===== config.mk =====
export PLATFORM = sky130hd
export DESIGN_NAME = uart_rx_core_flat
export DESIGN_NICKNAME = d
export VERILOG_FILES = /design/src/rtl/uart_rx_core_pkg.sv /design/src/rtl/uart_rx_core_if.sv /design/src/rtl/uart_rx_fifo.sv /design/src/rtl/uart_rx_core.sv /design/src/flat_wrapper.sv
export SDC_FILE = /design/constraint.sdc
export NUM_CORES = 1
export LEC_CHECK = 0
export CORE_MARGIN = 5
export CORE_UTILIZATION = 40
export DETAILED_ROUTE_END_ITERATION = 16
export GPL_TIMING_DRIVEN = 0
export REMOVE_ABC_BUFFERS = 1
export SLEW_MARGIN = 10
export SYNTH_ARGS = -nofsm -noshare
export SYNTH_HDL_FRONTEND = slang
export SYNTH_SLANG_ARGS = --single-unit

===== constraint.sdc =====
create_clock -name clk -period 10.93 [get_ports clk]
set_input_delay 2.186 -clock clk [delete_from_list [all_inputs] [get_ports clk]]
set_output_delay 2.186 -clock clk [all_outputs]
set_load 0.02 [all_outputs]

===== src/rtl/uart_rx_core_pkg.sv =====
// Shared UART receive definitions: register map, STATUS bit positions, FSM states.
// Latency: n/a (types and constants only).
// Backpressure: n/a.
package uart_rx_core_pkg;

    localparam logic [7:0] UART_REG_STATUS = 8'h04;
    localparam logic [7:0] UART_REG_RXDATA = 8'h0C;

    localparam int STATUS_TX_BUSY   = 0;
    localparam int STATUS_RX_VALID  = 1;
    localparam int STATUS_FRAME_ERR = 2;
    localparam int STATUS_OVERRUN   = 3;

    // Shortest bit period that still leaves a usable mid-bit sample point.
    localparam int MIN_BAUD = 4;

    typedef enum logic [1:0] {
        IDLE  = 2'd0,
        START = 2'd1,
        DATA  = 2'd2,
        STOP  = 2'd3
    } uart_rx_state_e;

endpackage


===== src/rtl/uart_rx_core_if.sv =====
// Register-side bundle between uart_ctrl (master) and the receiver core (slave).
// Latency: wires only.
// Backpressure: none; rx_pop/err_clr are single-cycle pulses from the master.
interface uart_rx_core_if #(
    parameter int FIFO_DEPTH = 4,
    parameter int BAUD_W     = 16
);
    localparam int LVL_W = $clog2(FIFO_DEPTH + 1);

    logic [BAUD_W-1:0] baud_div;
    logic              rx_en;
    logic              rx_pop;
    logic              err_clr;
    logic [7:0]        rx_data;
    logic              rx_valid;
    logic [LVL_W-1:0]  rx_level;
    logic              rx_busy;
    logic              frame_err;
    logic              overrun;

    modport master (
        output baud_div, rx_en, rx_pop, err_clr,
        input  rx_data, rx_valid, rx_level, rx_busy, frame_err, overrun
    );

    modport slave (
        input  baud_div, rx_en, rx_pop, err_clr,
        output rx_data, rx_valid, rx_level, rx_busy, frame_err, overrun
    );

endinterface


===== src/rtl/uart_rx_fifo.sv =====
// Small synchronous FIFO holding received bytes; head is presented combinationally.
// Latency: a pushed entry is visible at the head the cycle after the push edge.
// Backpressure: push_rdy low when full unless a pop frees a slot in the same cycle.
module uart_rx_fifo #(
    parameter  int DEPTH = 4,
    parameter  int WIDTH = 8,
    localparam int PTR_W = $clog2(DEPTH),
    localparam int LVL_W = $clog2(DEPTH + 1)
) (
    input  logic             clk,
    input  logic             rst_n,
    input  logic             push,
    input  logic [WIDTH-1:0] push_dat,
    output logic             push_rdy,
    input  logic             pop,
    output logic [WIDTH-1:0] head_dat,
    output logic [LVL_W-1:0] level
);

    logic [WIDTH-1:0] mem [DEPTH];
    logic [PTR_W-1:0] wr_ptr;
    logic [PTR_W-1:0] rd_ptr;
    logic             empty;
    logic             full;
    logic             do_push;
    logic             do_pop;

    always_comb begin
        empty    = (level == '0);
        full     = (level == LVL_W'(DEPTH));
        do_pop   = pop && !empty;
        push_rdy = !full || do_pop;
        do_push  = push && push_rdy;
        head_dat = empty ? '0 : mem[rd_ptr];
    end

    always_ff @(posedge clk) begin
        if (do_push) begin
            mem[wr_ptr] <= push_dat;
        end
    end

    always_ff @(posedge clk or negedge rst_n) begin
        if (!rst_n) begin
            wr_ptr <= '0;
            rd_ptr <= '0;
            level  <= '0;
        end else begin
            if (do_push) begin
                wr_ptr <= wr_ptr + 1'b1;
            end
            if (do_pop) begin
                rd_ptr <= rd_ptr + 1'b1;
            end
            case ({do_push, do_pop})
                2'b10:   level <= level + 1'b1;
                2'b01:   level <= level - 1'b1;
                default: level <= level;
            endcase
        end
    end

endmodule


===== src/rtl/uart_rx_core.sv =====
// 8N1 UART receiver: synchronise, mid-bit sample, deserialise LSB-first, buffer in FIFO.
// Latency: byte visible one cycle after the mid-stop-bit sample (~2-3 + bd/2 + 9*bd clk).
// Backpressure: none on the line; a byte completing into a full FIFO is dropped and flagged.
module uart_rx_core
    import uart_rx_core_pkg::*;
#(
    parameter int FIFO_DEPTH = 4,
    parameter int BAUD_W     = 16
) (
    input  logic              clk,
    input  logic              rst_n,
    input  logic              uart_rx,
    uart_rx_core_if.slave     bus
);

    localparam int LVL_W = $clog2(FIFO_DEPTH + 1);

    logic              rx_meta;
    logic              rx_sync;
    logic              rx_prev;
    uart_rx_state_e    state;
    logic [BAUD_W-1:0] bd;
    logic [BAUD_W-1:0] cnt;
    logic [2:0]        bit_idx;
    logic [7:0]        shift;

    logic [BAUD_W-1:0] bd_eff;
    logic [BAUD_W-1:0] half_m1;
    logic [BAUD_W-1:0] bd_m1;
    logic              fall;
    logic              stop_hit;
    logic              push_vld;
    logic              push_rdy;
    logic              frame_set;
    logic              overrun_set;
    logic [LVL_W-1:0]  level;

    always_comb begin
        bd_eff      = (bus.baud_div < BAUD_W'(MIN_BAUD)) ? BAUD_W'(MIN_BAUD) : bus.baud_div;
        half_m1     = (bd >> 1) - BAUD_W'(1);
        bd_m1       = bd - BAUD_W'(1);
        fall        = rx_prev && !rx_sync;
        stop_hit    = (state == STOP) && bus.rx_en && (cnt == bd_m1);
        push_vld    = stop_hit && rx_sync;
        frame_set   = stop_hit && !rx_sync;
        overrun_set = push_vld && !push_rdy;
    end

    always_ff @(posedge clk or negedge rst_n) begin
        if (!rst_n) begin
            rx_meta <= 1'b1;
            rx_sync <= 1'b1;
            rx_prev <= 1'b1;
        end else begin
            rx_meta <= uart_rx;
            rx_sync <= rx_meta;
            rx_prev <= rx_sync;
        end
    end

    // Leaving STOP at mid-stop-bit lets a start bit that follows with no gap be caught.
    always_ff @(posedge clk or negedge rst_n) begin
        if (!rst_n) begin
            state   <= IDLE;
            bd      <= BAUD_W'(MIN_BAUD);
            cnt     <= '0;
            bit_idx <= '0;
            shift   <= '0;
        end else begin
            case (state)
                IDLE: begin
                    if (bus.rx_en && fall) begin
                        state   <= START;
                        bd      <= bd_eff;
                        cnt     <= '0;
                        bit_idx <= '0;
                    end
                end
                START: begin
                    if (!bus.rx_en) begin
                        state <= IDLE;
                    end else if (cnt == half_m1) begin
                        cnt     <= '0;
                        bit_idx <= '0;
                        state   <= rx_sync ? IDLE : DATA;
                    end else begin
                        cnt <= cnt + 1'b1;
                    end
                end
                DATA: begin
                    if (!bus.rx_en) begin
                        state <= IDLE;
                    end else if (cnt == bd_m1) begin
                        cnt            <= '0;
                        shift[bit_idx] <= rx_sync;
                        if (bit_idx == 3'd7) begin
                            state <= STOP;
                        end else begin
                            bit_idx <= bit_idx + 1'b1;
                        end
                    end else begin
                        cnt <= cnt + 1'b1;
                    end
                end
                STOP: begin
                    if (!bus.rx_en || (cnt == bd_m1)) begin
                        state <= IDLE;
                        cnt   <= '0;
                    end else begin
                        cnt <= cnt + 1'b1;
                    end
                end
                default: state <= IDLE;
            endcase
        end
    end

    // A fresh error in the clear cycle takes priority so it is never lost.
    always_ff @(posedge clk or negedge rst_n) begin
        if (!rst_n) begin
            bus.frame_err <= 1'b0;
            bus.overrun   <= 1'b0;
        end else begin
            bus.frame_err <= frame_set   || (bus.frame_err && !bus.err_clr);
            bus.overrun   <= overrun_set || (bus.overrun   && !bus.err_clr);
        end
    end

    uart_rx_fifo #(
        .DEPTH (FIFO_DEPTH),
        .WIDTH (8)
    ) u_fifo (
        .clk      (clk),
        .rst_n    (rst_n),
        .push     (push_vld),
        .push_dat (shift),
        .push_rdy (push_rdy),
        .pop      (bus.rx_pop),
        .head_dat (bus.rx_data),
        .level    (level)
    );

    assign bus.rx_level = level;
    assign bus.rx_valid = (level != '0);
    assign bus.rx_busy  = (state != IDLE);

endmodule


===== src/flat_wrapper.sv =====
// flat-port wrapper written by rule: the top's interface ports become plain ports
module uart_rx_core_flat import uart_rx_core_pkg::*;
#(
    parameter int FIFO_DEPTH = 4,
    parameter int BAUD_W     = 16
)
  (clk, rst_n, uart_rx, bus_baud_div, bus_rx_en, bus_rx_pop, bus_err_clr, bus_rx_data, bus_rx_valid, bus_rx_level, bus_rx_busy, bus_frame_err, bus_overrun);
  uart_rx_core_if #(.FIFO_DEPTH(FIFO_DEPTH), .BAUD_W(BAUD_W)) bus_i ();
  input  logic clk;
  input  logic rst_n;
  input  logic uart_rx;
  input wire logic [$bits(bus_i.baud_div)-1:0] bus_baud_div;
  input wire logic [$bits(bus_i.rx_en)-1:0] bus_rx_en;
  input wire logic [$bits(bus_i.rx_pop)-1:0] bus_rx_pop;
  input wire logic [$bits(bus_i.err_clr)-1:0] bus_err_clr;
  output wire logic [$bits(bus_i.rx_data)-1:0] bus_rx_data;
  output wire logic [$bits(bus_i.rx_valid)-1:0] bus_rx_valid;
  output wire logic [$bits(bus_i.rx_level)-1:0] bus_rx_level;
  output wire logic [$bits(bus_i.rx_busy)-1:0] bus_rx_busy;
  output wire logic [$bits(bus_i.frame_err)-1:0] bus_frame_err;
  output wire logic [$bits(bus_i.overrun)-1:0] bus_overrun;
  assign bus_i.baud_div = bus_baud_div;
  assign bus_i.rx_en = bus_rx_en;
  assign bus_i.rx_pop = bus_rx_pop;
  assign bus_i.err_clr = bus_err_clr;
  assign bus_rx_data = bus_i.rx_data;
  assign bus_rx_valid = bus_i.rx_valid;
  assign bus_rx_level = bus_i.rx_level;
  assign bus_rx_busy = bus_i.rx_busy;
  assign bus_frame_err = bus_i.frame_err;
  assign bus_overrun = bus_i.overrun;
  uart_rx_core #(.FIFO_DEPTH(FIFO_DEPTH), .BAUD_W(BAUD_W)) u_core (.clk(clk), .rst_n(rst_n), .uart_rx(uart_rx), .bus(bus_i));
endmodule

### Word-level counts from Yosys, hierarchy flattened

Memories as Yosys holds them, arrays and structs flattened.
Cells that the tools add are included.

| operators by class | value |
|---|---|
| $add $sub $neg | 8 |
| order comparisons | 3 |
| equality and inequality tests | 19 |
| muxes and demuxes | 31 |
| reduce and logical (&&, ||, !) cells | 33 |

Operators by type and width:

| cell | count |
|---|---|
| 16-bit 2-to-1 mux | 7 |
| 16-bit one-hot mux with 4 select lines | 1 |
| 16-bit == test | 2 |
| 3-bit 2-to-1 mux | 6 |
| 16-bit by 1-bit adder with 16-bit output, second input constant | 1 |
| 16-bit by 3-bit < comparator with 1-bit output, second input constant | 1 |
| 2-bit 2-to-1 mux | 8 |
| 15-bit by 1-bit subtractor with 16-bit output, second input constant | 1 |
| 16-bit by 1-bit subtractor with 16-bit output, second input constant | 1 |
| 1-bit logical AND | 12 |
| 3-bit by 2-bit inequality test with 1-bit output, second input constant | 3 |
| 3-bit one-hot mux with 3 select lines | 1 |
| 8-bit bitwise mux | 1 |
| 8-bit 2-to-1 mux | 1 |
| 2-bit inequality test, second input constant | 4 |
| 2-bit one-hot mux with 4 select lines | 1 |
| 7-bit AND reduction | 1 |
| 3-bit by 1-bit adder with 3-bit output, second input constant | 2 |
| 2-bit == test, second input constant | 3 |
| 3-bit == test, second input constant | 2 |
| 1-bit zero test | 6 |
| 2-bit by 1-bit inequality test with 1-bit output, second input constant | 3 |
| 3-bit one-hot mux with 2 select lines | 1 |
| 3-bit AND reduction | 2 |
| other kinds (14) | 23 |

| storage, ports and cells | value |
|---|---|
| register bits after elaboration | 57 |
| memory bits (writable) | 32 |
| input bits | 22 |
| output and inout bits | 15 |
| logic and storage cells | 108 |
| memories | 1 |

Memory list:

| name | depth | bits a word | rd ports | clocked after memory_dff | wr ports | RTL line | text |
|---|---|---|---|---|---|---|---|
| u_core.u_fifo.mem | 4 | 8 | 1 | 0 | 1 | uart_rx_fifo.sv:20 | `logic [WIDTH-1:0] mem [DEPTH];` |

### Depth between registers and ports, before layout

| logic depth | value |
|---|---|
| word-level depth | 7 |
| gate-level depth with buffers | 15 |
| depth with buffers taken out | 14 |

### By module

Synthesis repeated with hierarchy kept, for this count alone.

| second synthesis, totals | value |
|---|---|
| cells, all modules | 526 |
| area total of the unflattened synthesis | 5,353.9 um^2 |

By module, submodules not included:

| module | times used | cells each | area each (um^2) | sequential area each (um^2) |
|---|---|---|---|---|
| uart_rx_core | 1 | 421 | 3,638.5 | 1,256.2 |
| uart_rx_fifo | 1 | 105 | 1,715.4 | 1,136.1 |

### Worst setup path after synthesis

No wires, ideal clock.

| timing | value |
|---|---|
| path type | input-to-reg |
| start point | input port bus_rx_pop |
| end point | register u_core.u_fifo.level[2] |
| data arrival time | 3.858 ns |
| required time | 10.810 ns |
| slack | 6.952 ns |
| cell stages on the path | 6 |
| cell sequence | buf_1 > nor2b_1 > nand2_1 > fa_1 > or3b_2 > a31o_2 |

| between the ends | value |
|---|---|
| longest elaborated chain between the ends | 5 |
| elaborated cells between the ends (all ways) | 7 |
| those cells by class | 2 x eq/ne; 1 x mux; 4 x reduce/logical |

Ends and longest elaborated chain:

| item | RTL line | text |
|---|---|---|
| start: declaration | flat_wrapper.sv:14 | `input wire logic [$bits(bus_i.rx_pop)-1:0] bus_rx_pop;` |
| 1-bit logical AND * | uart_rx_fifo.sv:31 | `do_pop = pop && !empty;` |
| 1-bit logical OR | uart_rx_fifo.sv:32 | `push_rdy = !full \|\| do_pop;` |
| 1-bit logical AND | uart_rx_fifo.sv:33 | `do_push = push && push_rdy;` |
| 2-bit by 1-bit == test with 1-bit output / 2-bit == test (equally long branches) | uart_rx_fifo.sv:55 | `case ({do_push, do_pop})` |
| 3-bit one-hot mux with 2 select lines / 2-bit nonzero test (equally long branches) | - |  |
| end signal: assignment | uart_rx_fifo.sv:56 | `2'b10: level <= level + 1'b1;` |
| end signal: assignment | uart_rx_fifo.sv:57 | `2'b01: level <= level - 1'b1;` |
| end signal: assignment | uart_rx_fifo.sv:58 | `default: level <= level;` |
| end: declaration | uart_rx_fifo.sv:17 | `output logic [LVL_W-1:0] level` |

Mark *: on every way between the ends. The rest lies on a longest branch, timed or not.
A chain may end at the register's enable or synchronous reset.

### Worst setup path after layout

| timing | value |
|---|---|
| start point | input port bus_rx_en |
| end point | register u_core.u_fifo.level[2] |

| between the ends | value |
|---|---|
| longest elaborated chain between the ends | 6 |
| elaborated cells between the ends (all ways) | 8 |
| those cells by class | 2 x eq/ne; 1 x mux; 5 x reduce/logical |

Ends and longest elaborated chain:

| item | RTL line | text |
|---|---|---|
| start: declaration | flat_wrapper.sv:13 | `input wire logic [$bits(bus_i.rx_en)-1:0] bus_rx_en;` |
| 1-bit logical AND * (2 in a row) | uart_rx_core.sv:43 | `stop_hit = (state == STOP) && bus.rx_en && (cnt == bd_m1);` |
| 1-bit logical AND * | uart_rx_core.sv:44 | `push_vld = stop_hit && rx_sync;` |
| 1-bit logical AND * | uart_rx_fifo.sv:33 |  |
| 2-bit by 1-bit == test with 1-bit output / 2-bit == test (equally long branches) | uart_rx_fifo.sv:55 |  |
| 3-bit one-hot mux with 2 select lines / 2-bit nonzero test (equally long branches) | - |  |

Marked as above.

==> flow_summary_export.csv <==
group,metric,value,unit
status,status,"finished, final reports clean",
cts,post_cts_buffers,0,
synth,synth_compound_area_frac,0.111,
power,p_sw_frac,0.322,
global_routing,use_met2,0.264,
cts,clockBufferDepth,2,
timing,fmax,209,MHz
route,wl_per_cell,16.5,µm
critical_path,path_class,"primary input to register",
critical_path,required,11.17,ns
floorplanning,die_height,126,µm
synth,yosysWarnings,0,
final_layout,num_antenna_cells,0,
power,comb_power_share,0.236,
route,drtIter0Drc,190,
power,peakVddDrop,0.0676,mV
timing,skew,0.00626,ns
critical_path,slowest_delay,0.81,ns
power,p_leak,2.35,nW
cts,cts_made_buffers,9,
power,power.density,156,mW/mm²
critical_path,path_delay_family,"simple AND/OR/NAND/NOR gates",
floorplanning,die_width,126,µm
route,drt-vias-per-instance,5.57,
synth,ys_seq_elements,89,
route,postRouteAntennaNets,0,
timing,rsz0062_at_grt,"no",
critical_path,path_cells,"clkdlybuf4s50_1, and2_1, nand3_1, nand2b_1, nand2_1, fa_1, or3b_2, a31o_2",
cts,htreeDepth,3,
critical_path,cp.arrival,5.02,ns
synth,yosys.area_share.simple,0.222,
synth,synth_ff_type,"dfrtp_1",
floorplanning,core_area,0.0131,mm²
critical_path,cp.buffers_inverters,1,
global_routing,overflow,0,
timing,fin_crit,4.78,ns
synth,synthArstFlopShare,0.640,
global_routing,track_usage,0.156,
synth,synthCells,524,
timing,setup_ws,6.15,ns
final_layout,finalNetCount,567,
global_routing,grt_pass1_wl,20.0,mm
timing,fin_crit_sh,0.438,
synth,muxShareOfSynthArea,0.0856,
synth,synth_top_family_by_area,"simple AND/OR/NAND/NOR gates",
synth,yosys.area_share.xor_xnor,0.0649,
synth,synth_area,0.00534,mm²
critical_path,worst_path_max_delay_cell,"clkdlybuf4s50_1",
critical_path,start_kind,"primary input",
final_layout,syn_to_final_growth,13.5,%
run,max_cap_viol_count,0,
synth,synth_fa_ha_area_frac,0.0248,
synth,syn_area_per_cell,10.2,µm²
global_routing,grt_max_degree,58,
critical_path,end_kind,"register",
route,drc_errors,0,
cts,clk_latency,0.35,ns
synth,yosys.area.top_type_share,0.248,
synth,synth_edf_count,32,
cts,cts_tree,"built",
floorplanning,dieArea,0.0158,mm²
timing,finalHoldViolCount,0,
final_layout,drive_gt1_frac,0.117,
min_path,min_path_type,"register to register",
cts,cts_sinks,89,
timing,setup-violations-final,0,
global_routing,gr-usage-met3,0.0269,
timing,slew_viol_final,0,
synth,ys_top_cells_by_count,"nand2_1, dfrtp_1, edfxtp_1",
global_routing,antenna_found_initial,0,
placed_design,place_ws,5.78,ns
timing,totalNegativeSetupSlack,0,ns
placed_design,place.gp.congestion,0.861,
synth,yosysMostFrequentCell,"nand2_1",
route,routed_wl,11.8,mm
timing,relSlewSlack,0.380,
cts,cts_resized,0,
timing,worst_slew_pin_slew,0.927,ns
global_routing,grt.met1_usage,0.200,
global_routing,top_usage_layer,"met2",
placed_design,io_buffers,36,
power,p_int,641,µW
synth,post-synth-top-area-cell,"dfrtp_1",
synth,ys_types,70,
final_layout,fin_util,0.461,
power,power.switching,304,µW
critical_path,crit_fanout,21,
synth,ys_seq_area_frac,0.448,
cts,cts.reportedPaths.clkPinSlew,0.07,ns
floorplanning,ios,37,
power,p_seq_frac,0.452,
floorplanning,initial_utilization,0.406,
power,clkPwrFrac,0.312,
cts,cts_hold_buf,0,
global_routing,grt_pass1_vias,3951,
cts,clk_root_buffer_cell,"clkbuf_16",
route,vias,3989,
floorplanning,rows,42,
placed_design,dpl.hpwl,8.53,mm
synth,synth.area.top_cells,"dfrtp_1, edfxtp_1, nand2_1",
route,dr.pass1.iters,4,
## per-stage QoR
step / power (mW) / std cells / hold WS [ns] / instance area [µm²]
after floorplan: 0.579 / 487 / 0.345 / 5180
after CTS: 0.955 / 716 / 0.357 / 6060
after global placement: 0.652 / 699 / 0.347 / 5760
final: 0.946 / 716 / 0.356 / 6060
after detailed placement: 0.659 / 700 / 0.348 / 5780
after global routing: 0.994 / 716 / 0.360 / 6060
## power groups by stage
stage | registers (mW) | logic (mW) | clock network (mW)
6_report | 0.427 | 0.223 | 0.295
2_1_floorplan | 0.417 | 0.162 | 0
3_5_place_dp | 0.435 | 0.223 | 0
4_1_cts | 0.429 | 0.224 | 0.302
5_1_grt | 0.434 | 0.246 | 0.315
3_3_place_gp | 0.434 | 0.218 | 0
## path summary, 6_finish.rpt
path	from	end	slack (ns)	cells past startpoint
min reg2reg	u_core.rx_meta$_DFF_PN1_	u_core.rx_sync$_DFF_PN1_	0.36	0
max in group asynchronous	rst_n	u_core.shift[0]$_DFFE_PN0P_	8.52	1
max	bus_rx_en	u_core.u_fifo.level[2]$_DFFE_PN0P_	6.15	8
min in group asynchronous	rst_n	u_core.bd[11]$_DFFE_PN0P_	1.91	1
max reg2reg	u_core.bd[1]$_DFFE_PN0P_	u_core.u_fifo.level[2]$_DFFE_PN0P_	6.54	14
min	u_core.rx_meta$_DFF_PN1_	u_core.rx_sync$_DFF_PN1_	0.36	0
## sequential cells by signal, summed over array words and instances, names as in the netlist, 2 cells and up
signal and count:
u_core.bd 16, u_core.u_fifo.rd_ptr 2, u_core.state 2, u_core.shift 8
u_core.u_fifo.wr_ptr 2, u_core.u_fifo.level 3, u_core.cnt 16, u_core.u_fifo.mem 32
u_core.bit_idx 3
## logic make-up (layout without fill, tap and decap cells)
group / after synthesis / after routing
multiplexers: 33 / 33
AO/OA/AOI/OAI: 75 / 75
AND/OR/NAND/NOR: 221 / 221
buffers and inverters: 58 / 74
XOR/XNOR: 38 / 38
flip-flops: 89 / 89
adder cells (fa/ha/maj): 10 / 10
## routing by layer
layer	routed length, µm	vias up
li1	-	1938
met1	5200	1950
met2	5880	83
met3	480	18
met4	240	0
met5	0	-
## area by class of cell
cell class / count / area, µm²
clock buffers: 10 / 229
clock inverters: 6 / 51.3
fillers: 1242 / 7080
inverters: 21 / 78.8
multi-input cells: 377 / 2720
flip-flops and latches: 89 / 2390
well taps: 176 / 220
repair buffers: 37 / 369
## cell usage in the layout (no fill, tap or decap), types with 11 or more instances in the layout
cell type / Yosys / final
o21ai_0: 12 / 12
o221ai_1: 14 / 14
xor2_1: 12 / 12
edfxtp_1: 32 / 32
xnor2_1: 25 / 25
nor2b_1: 18 / 18
nand3_1: 20 / 20
mux2_2: 18 / 18
nand2_1: 61 / 61
nor2_1: 31 / 31
nor3_1: 12 / 12
dfrtp_1: 53 / 53
and2_1: 11 / 11
inv_1: 21 / 21
clkdlybuf4s50_1: 0 / 35
Power figures use the tool's default switching activity.
